==> config.mk <==
export PLATFORM = sky130hd
export DESIGN_NAME = scope_capture_ctrl
export DESIGN_NICKNAME = d
export VERILOG_FILES = /design/src/rtl/scope_capture_ctrl.sv
export SDC_FILE = /design/constraint.sdc
export NUM_CORES = 1
export LEC_CHECK = 0
export BUFFER_PORTS_ARGS = -buffer_cell sky130_fd_sc_hd__buf_2
export CORE_MARGIN = 3
export CORE_UTILIZATION = 45
export CTS_BUF_LIST = sky130_fd_sc_hd__clkbuf_16
export DETAILED_ROUTE_END_ITERATION = 12
export GPL_TIMING_DRIVEN = 0
export RECOVER_POWER = 100
export SYNTH_ARGS = -nofsm -noshare
export SYNTH_HDL_FRONTEND = slang
export SYNTH_SLANG_ARGS = --single-unit
export TNS_END_PERCENT = 30
==> constraint.sdc <==
create_clock -name clk -period 3 [get_ports clk]
set_input_delay 0.3 -clock clk [delete_from_list [all_inputs] [get_ports clk]]
set_output_delay 0.3 -clock clk [all_outputs]
set_load 0.03 [all_outputs]
==> src/rtl/scope_capture_ctrl.sv <==
// ----------------------------------------------------------------------------
// scope_capture_ctrl
//
// Capture sequencer for the scope path, pixel clock domain. Streams ADC
// samples into one bank of an external dual-bank sample RAM while the display
// reads the other bank. Keeps pre-trigger history, detects a rising/falling
// level crossing, supports normal/auto/single/stop modes, and hands a finished
// capture to the display only on a frame boundary.
//
// Ports:
//   clk, reset           single clock, synchronous active-high reset
//   sample_valid, sample qualified 8-bit unsigned ADC sample
//   trig_level           trigger threshold (latched when a capture starts)
//   trig_rising          1 = rising edge, 0 = falling (latched at start)
//   pretrig              samples kept ahead of the trigger (latched at start)
//   mode                 0 normal, 1 auto, 2 single, 3 stop
//   arm                  pulse; starts one capture in single mode
//   frame_start          pulse at the start of each display frame
//   wr_en/wr_addr/wr_data RAM write port, wr_addr = {bank, pointer}
//   rd_bank, rd_base     bank the display reads and its oldest sample address
//   frame_valid          a capture has been published since reset
//   forced               published capture was auto-forced
//   state                IDLE=0, PREFILL=1, ARMED=2, POST=3, DONE=4
// ----------------------------------------------------------------------------
module scope_capture_ctrl #(
    parameter int unsigned ADDR_W       = 9,
    parameter int unsigned AUTO_TIMEOUT = 4096
) (
    input  logic              clk,
    input  logic              reset,
    input  logic              sample_valid,
    input  logic [7:0]        sample,
    input  logic [7:0]        trig_level,
    input  logic              trig_rising,
    input  logic [ADDR_W-1:0] pretrig,
    input  logic [1:0]        mode,
    input  logic              arm,
    input  logic              frame_start,
    output logic              wr_en,
    output logic [ADDR_W:0]   wr_addr,
    output logic [7:0]        wr_data,
    output logic              rd_bank,
    output logic [ADDR_W-1:0] rd_base,
    output logic              frame_valid,
    output logic              forced,
    output logic [2:0]        state
);

    localparam int unsigned DEPTH = 1 << ADDR_W;
    localparam int unsigned TO_W  = $clog2(AUTO_TIMEOUT + 1);
    localparam logic [TO_W-1:0]   TO_LAST = TO_W'(AUTO_TIMEOUT - 1);
    localparam logic [ADDR_W-1:0] ONE     = ADDR_W'(1);

    typedef enum logic [2:0] {
        StIdle    = 3'd0,
        StPrefill = 3'd1,
        StArmed   = 3'd2,
        StPost    = 3'd3,
        StDone    = 3'd4
    } state_e;

    state_e            state_q, state_d;
    logic              wr_bank_q, wr_bank_d;
    logic [ADDR_W-1:0] wr_ptr_q, wr_ptr_d;
    logic [ADDR_W-1:0] cnt_q, cnt_d;         // prefill count, then post count
    logic [TO_W-1:0]   to_cnt_q, to_cnt_d;   // valid samples seen in ARMED
    logic [7:0]        prev_q, prev_d;
    logic              prev_valid_q, prev_valid_d;
    logic [7:0]        level_q, level_d;
    logic              rising_q, rising_d;
    logic [ADDR_W-1:0] pretrig_q, pretrig_d;
    logic [ADDR_W-1:0] trig_ptr_q, trig_ptr_d;
    logic              forced_pend_q, forced_pend_d;
    logic              was_done_q;
    logic              wr_en_q, wr_en_d;
    logic [ADDR_W:0]   wr_addr_q, wr_addr_d;
    logic [7:0]        wr_data_q, wr_data_d;
    logic              rd_bank_q, rd_bank_d;
    logic [ADDR_W-1:0] rd_base_q, rd_base_d;
    logic              frame_valid_q, frame_valid_d;
    logic              forced_q, forced_d;

    logic              accept;
    logic              real_trig;
    logic              timeout_hit;
    logic              publish;
    logic              start;
    logic [ADDR_W-1:0] post_len;

    assign accept = sample_valid &&
                    (state_q == StPrefill || state_q == StArmed || state_q == StPost);

    assign real_trig = (state_q == StArmed) && sample_valid && prev_valid_q &&
                       (rising_q ? (prev_q < level_q && sample >= level_q)
                                 : (prev_q > level_q && sample <= level_q));

    assign timeout_hit = (state_q == StArmed) && sample_valid && (mode == 2'd1) &&
                         (to_cnt_q == TO_LAST);

    // Frame_start on the very first DONE cycle is ignored so the final write
    // has landed before the display switches banks.
    assign publish = (state_q == StDone) && was_done_q && frame_start;

    assign start    = (mode == 2'd0) || (mode == 2'd1) || (mode == 2'd2 && arm);
    assign post_len = ADDR_W'(DEPTH - 1) - pretrig_q;

    always_comb begin
        state_d       = state_q;
        wr_bank_d     = wr_bank_q;
        wr_ptr_d      = wr_ptr_q;
        cnt_d         = cnt_q;
        to_cnt_d      = to_cnt_q;
        prev_d        = prev_q;
        prev_valid_d  = prev_valid_q;
        level_d       = level_q;
        rising_d      = rising_q;
        pretrig_d     = pretrig_q;
        trig_ptr_d    = trig_ptr_q;
        forced_pend_d = forced_pend_q;
        rd_bank_d     = rd_bank_q;
        rd_base_d     = rd_base_q;
        frame_valid_d = frame_valid_q;
        forced_d      = forced_q;
        wr_en_d       = accept;
        wr_addr_d     = wr_addr_q;
        wr_data_d     = wr_data_q;

        if (accept) begin
            wr_addr_d    = {wr_bank_q, wr_ptr_q};
            wr_data_d    = sample;
            wr_ptr_d     = wr_ptr_q + ONE;
            prev_d       = sample;
            prev_valid_d = 1'b1;
        end

        unique case (state_q)
            StIdle: begin
                if (start) begin
                    level_d       = trig_level;
                    rising_d      = trig_rising;
                    pretrig_d     = pretrig;
                    cnt_d         = '0;
                    to_cnt_d      = '0;
                    wr_ptr_d      = '0;
                    prev_valid_d  = 1'b0;
                    forced_pend_d = 1'b0;
                    state_d       = (pretrig == '0) ? StArmed : StPrefill;
                end
            end
            StPrefill: begin
                if (sample_valid) begin
                    cnt_d = cnt_q + ONE;
                    if (cnt_q == pretrig_q - ONE) begin
                        state_d = StArmed;
                    end
                end
            end
            StArmed: begin
                if (sample_valid) begin
                    // Saturate so a long normal-mode wait cannot wrap around.
                    if (to_cnt_q != TO_LAST) begin
                        to_cnt_d = to_cnt_q + TO_W'(1);
                    end
                    if (real_trig || timeout_hit) begin
                        trig_ptr_d    = wr_ptr_q;
                        forced_pend_d = !real_trig;
                        cnt_d         = '0;
                        state_d       = (post_len == '0) ? StDone : StPost;
                    end
                end
            end
            StPost: begin
                if (sample_valid) begin
                    cnt_d = cnt_q + ONE;
                    if (cnt_q == post_len - ONE) begin
                        state_d = StDone;
                    end
                end
            end
            StDone: begin
                if (publish) begin
                    rd_bank_d     = wr_bank_q;
                    rd_base_d     = trig_ptr_q - pretrig_q;
                    forced_d      = forced_pend_q;
                    frame_valid_d = 1'b1;
                    wr_bank_d     = !wr_bank_q;
                    state_d       = StIdle;
                end
            end
            default: state_d = StIdle;
        endcase

        // Stop discards any capture in progress; a finished one still publishes.
        if (mode == 2'd3 && state_q != StDone) begin
            state_d = StIdle;
        end
    end

    always_ff @(posedge clk) begin
        if (reset) begin
            state_q       <= StIdle;
            wr_bank_q     <= 1'b1;
            wr_ptr_q      <= '0;
            cnt_q         <= '0;
            to_cnt_q      <= '0;
            prev_q        <= '0;
            prev_valid_q  <= 1'b0;
            level_q       <= '0;
            rising_q      <= 1'b0;
            pretrig_q     <= '0;
            trig_ptr_q    <= '0;
            forced_pend_q <= 1'b0;
            was_done_q    <= 1'b0;
            wr_en_q       <= 1'b0;
            wr_addr_q     <= '0;
            wr_data_q     <= '0;
            rd_bank_q     <= 1'b0;
            rd_base_q     <= '0;
            frame_valid_q <= 1'b0;
            forced_q      <= 1'b0;
        end else begin
            state_q       <= state_d;
            wr_bank_q     <= wr_bank_d;
            wr_ptr_q      <= wr_ptr_d;
            cnt_q         <= cnt_d;
            to_cnt_q      <= to_cnt_d;
            prev_q        <= prev_d;
            prev_valid_q  <= prev_valid_d;
            level_q       <= level_d;
            rising_q      <= rising_d;
            pretrig_q     <= pretrig_d;
            trig_ptr_q    <= trig_ptr_d;
            forced_pend_q <= forced_pend_d;
            was_done_q    <= (state_q == StDone);
            wr_en_q       <= wr_en_d;
            wr_addr_q     <= wr_addr_d;
            wr_data_q     <= wr_data_d;
            rd_bank_q     <= rd_bank_d;
            rd_base_q     <= rd_base_d;
            frame_valid_q <= frame_valid_d;
            forced_q      <= forced_d;
        end
    end

    assign wr_en       = wr_en_q;
    assign wr_addr     = wr_addr_q;
    assign wr_data     = wr_data_q;
    assign rd_bank     = rd_bank_q;
    assign rd_base     = rd_base_q;
    assign frame_valid = frame_valid_q;
    assign forced      = forced_q;
    assign state       = state_q;

endmodule

======== Word level (Yosys, flattened, before mapping) ========
Cells that the tools add are included.
cells by class
  add/sub/neg operators ................... 7
  $mul .................................... 0
  div/mod/pow operators ................... 0
  order comparisons ....................... 4
  equal/unequal tests ..................... 22
  shift-type cells ........................ 0
  multiplexer cells ....................... 31
  bitwise operators ....................... 0
  reduce and logical (&&, ||, !) cells .... 34
operators by type and width
  operator                 count
  $mux W9                  7
  $mux W13                 3
  $mux W3                  9
  $pmux W9 S3              1
  $pmux W13 S2             1
  $add A9 B1 Y9 const B    2
  $eq A9 B9 Y1             2
  $logic_not A9 Y1         2
  $sub A9 B1 Y9 const B    2
  $pmux W3 S5              1
  $add A13 B1 Y13 const B  1
  $eq A13 B12 Y1 const B   1
  $ne A13 B12 Y1 const B   1
  $logic_and A1 B1 Y1      12
  $ne A2 B1 Y1 const B     5
  $ne A2 B2 Y1 const B     5
  $sub A9 B9 Y9            1
  $sub A9 B9 Y9 const A    1
  $ge A8 B8 Y1             1
  $gt A8 B8 Y1             1
  $le A8 B8 Y1             1
  $lt A8 B8 Y1             1
  $reduce_and A4 Y1        2
  $reduce_and A8 Y1        1
  19 further kinds         34
word-level totals
  register bits after elaboration ......... 96
  bits in latches ......................... 0
  bits in writable memories ............... 0
  bits in read-only memories .............. 0
  output and inout bits ................... 34
  word-level logic and storage cells ...... 117
  memories kept ........................... 0

======== Longest topological paths before layout ========
  word-level depth ........................ 8
  depth in mapped cells ................... 11

======== Least setup slack after synthesis ========
OpenSTA, ideal clock, no wires.
  path kind ............................... flip-flop to flip-flop
  start ................................... reg pretrig_q[1]
  end ..................................... reg state_q[0], in the netlist state[0]
  library setup time ...................... 0.123 ns
  arrival ................................. 2.188 ns
  data required time ...................... 2.877 ns
  path slack .............................. 0.689 ns
  cell stages (with the launch flop) ...... 10
  period minus slack after synthesis ...... 2.311 ns
  cells stage by stage .................... dfxtp_1 > clkbuf_1 > inv_1 > ha_1 > xor2_1 > nand3_1 > or4_1 > a211oi_2 > o211ai_1 > mux2i_1
between the ends
  word-level cells in the longest chain between the ends .. 6
RTL lines
  element                                                line  text
  start: declaration                                     71    logic [ADDR_W-1:0] pretrig_q, pretrig_d;
  start signal: assignment                               231   pretrig_q <= pretrig_d;
  branches (longest 6 deep; another with $sub A9 B9 Y9)  --
  end signal: assignment                                 201   state_q <= StIdle;
  end signal: assignment                                 222   state_q <= state_d;
  end: declaration                                       62    state_e state_q, state_d;
Several ways; the timed one is not identified. The select of a mux whose other input is x is not followed.
A chain may end at the register's enable or synchronous reset.

======== Worst setup path in the final report ========
Same ends and word-level chain as after synthesis.

==> impl_results.md <==
- Status: finished, final reports clean
- Via count: 4768
- Overall Global Routing Usage: 22.2%
- Total power: 3920 uW
- Layout cells sized above 1: 8.74%
- Largest net degree at the start of global routing: 18
- CP required: 3.23 ns
- Dominant synthesized flop cell: dfxtp_1
- Global route overflow: 0
- Antenna violations before repair: 0
- Max Freq: 361 MHz
- Flops & latches, synth: 96
- Slew headroom: 51.7%
- Fin nets: 780
- Finished layout cell area: 0.00593 mm^2
- CP Class: flip-flop to flip-flop
- Routed Antenna Nets: 0
- Number of diodes: 0
- Via/cell ratio: 5.54
- Clock tree sinks: 96
- Core area: 0.0110 mm^2
- Reg2Reg Setup Slack: 0.23 ns
- Worst Setup End Kind: flip-flop
- Row count: 38
- Crit path DAT: 3.01 ns
- RSZ-0062 raised after global routing: no
- R2R Path Start: pretrig_q[1]
- Hold depth: 3
- Setup Fix Bufs, Post-CTS: 0
- Reg clk slew, reported paths: 0.07 ns
- Mapped Cells: 640
- Hold EP: level_q[3]
- Fin crit period: 2.77 ns
- Clock buffer depth: 2
- DP Area: 0.00568 mm^2
- Hold Path Class: input port to flip-flop
- Fillers: 1083
- Clk_skew: 0.0105 ns
- Clk_lat worst skew: 0.35 ns
- Ports: 67
- Lkg Pwr: 0.00222 uW
- Sequential fraction of the synthesis area: 37.1%
- Hold Slack: 0.187 ns
- Worst VDD drop: 0.510 mV
- Final Hold Vio Count: 0
- Initial Util: 47.0%
- Power density cells: 661 mW/mm^2
- Worst-Margin Slew: 0.725 ns
- CTS Buf Count: 9
- Global-route wire length before repair: 22600 um
- Drt drc: 0
- Critical Path Start Type: flip-flop
- CTS Root Cell: clkbuf_16
- # H-tree levels: 3
- Syn nets: 704
- Initial detailed-routing violation count: 388
- Wire per inst: 16.1 um
- DR pass1 iterations: 5
- Syn-to-layout area delta: 14.5%
- Crit Path Max Fanout: 9
- Post-synth EDFFs: 0
- Ys Warns: 0
- Fin crit share: 92.4%
- Syn_area_per_cell: 8.10 um^2
- CP startpoint: pretrig_q[1]
- Final setup violation count: 0
- Routability Congestion: 0.879
- Port Buffers: 65
- Number of global-route vias before repair: 4555
- Netlist cell types: 61
- Die Height: 113 um
- RR Endpoint: state[0]
- Number of gates given a new drive strength after cts: 0
- Hold_sp: trig_level[3]
- Routed wire length: 13800 um
- Final Max Tran Viols: 0
- Die area: 0.0128 mm^2
- Reg2Reg Depth: 11
- Cell Area, Synth: 0.00518 mm^2
- CTS tree: yes
- Max_cap viols: 0
- Fin Setup TNS: 0 ns
- Die Width: 113 um
- Ys async rst share: 0%
- Post-DP HPWL: 10600 um
- Hold Buf Count CTS: 0
Yosys cell counts, types with 9 or more instances:
library cell | instances | area share [%]
nand4_1 | 16 | 1.9
nor2_1 | 72 | 5.2
ha_1 | 30 | 7.2
o21ai_0 | 21 | 2.0
nand3_1 | 28 | 2.7
xnor2_1 | 12 | 2.0
nor2b_1 | 9 | 1.1
mux2i_1 | 23 | 4.4
dfxtp_1 | 96 | 37
nand2_1 | 80 | 5.8
a21oi_1 | 57 | 5.5
xor2_1 | 19 | 3.2
clkbuf_1 | 27 | 2.0
nand2b_1 | 12 | 1.4
inv_1 | 27 | 2.0
nor3_1 | 9 | 0.87
worst max-delay path: stages, from the launching register on:
cell	delay (ns)
dfxtp_1	0.45
clkbuf_2	0.26
inv_1	0.10
ha_1	0.18
clkbuf_1	0.20
o21bai_1	0.21
a211oi_1	0.25
a211oi_1	0.08
o21a_1	0.19
o31ai_2	0.39
o211ai_1	0.20
mux2i_1	0.15
sequential cells by signal, summed over array words and instances (netlist names):
| register | cells |
|---|---|
| forced | 1 |
| pretrig_q | 9 |
| forced_pend_q | 1 |
| trig_ptr_q | 9 |
| rising_q | 1 |
| state | 3 |
| frame_valid | 1 |
| was_done_q | 1 |
| wr_data | 8 |
| wr_addr | 10 |
| level_q | 8 |
| wr_en | 1 |
| prev_valid_q | 1 |
| rd_base | 9 |
| cnt_q | 9 |
| wr_bank_q | 1 |
| wr_ptr_q | 9 |
| to_cnt_q | 13 |
| rd_bank | 1 |
stage by stage:
step                setup slack (ns)  util [%]  instances
CTS                            0.102      54.3        861
finish                         0.227      53.8        861
global route                  0.0356      53.8        861
floorplan                      0.689         -        640
detailed placement             0.124      51.5        845
global placement               0.233      51.5        845
how the worst max path moves through the flow:
stage | to | depth (start not counted) | slack (ns)
6_report | state[0] | 11 | 0.23
5_1_grt | forced_pend_q | 10 | 0.04
4_1_cts | state[0] | 11 | 0.10
3_5_place_dp | state[0] | 11 | 0.12
3_3_place_gp | state[0] | 11 | 0.23
2_1_floorplan | state[0] | 9 | 0.69
cells in the final DEF, fill, tap and decap left out, types with 23 or more instances in the layout:
master / count
a21oi_1: 57
buf_2: 34
clkbuf_1: 61
dfxtp_1: 96
ha_1: 30
inv_1: 28
mux2i_1: 23
nand2_1: 80
nand3_1: 28
nor2_1: 72
layer usage:
layer,track usage [%],vias to the layer above,wire length [um]
li1,-,2386,-
met1,29.6,2251,6430
met2,36.4,112,6440
met3,4.01,19,704
met4,7.21,0,245
met5,0,-,0
report_power, final:
group          switching, uW  internal (uW)  total (uW)
clock network            529            657        1190
registers               85.0           1370        1450
logic                    810            473        1280
total                   1420           2500        3920
cell type report:
| class | count | area, um^2 | area share [%] |
|---|---|---|---|
| Buffer | 34 | 144 | 2.43 |
| Clock buffer | 9 | 225 | 3.80 |
| Clock inverter | 7 | 78.8 | 1.33 |
| Inverter | 28 | 105 | 1.77 |
| Multi-Input combinational cell | 482 | 3000 | 50.6 |
| Sequential cell | 96 | 1920 | 32.4 |
| Tap cell | 140 | 175 | 2.95 |
| Timing Repair Buffer | 65 | 282 | 4.75 |
cell families (layout without fill, tap and decap cells):
family                   count (synthesis)  count (layout)  share of synthesized area, %
AO/OA/AOI/OAI                          129             129                          15.5
buffers and inverters                   62             143                          4.83
AND/OR/NAND/NOR                        267             267                          24.9
adder cells (fa/ha/maj)                 31              31                          7.63
multiplexers                            23              23                          4.44
flip-flops                              96              96                          37.1
XOR/XNOR                                32              32                          5.55
No activity file was read; power rests on OpenSTA's default activity.
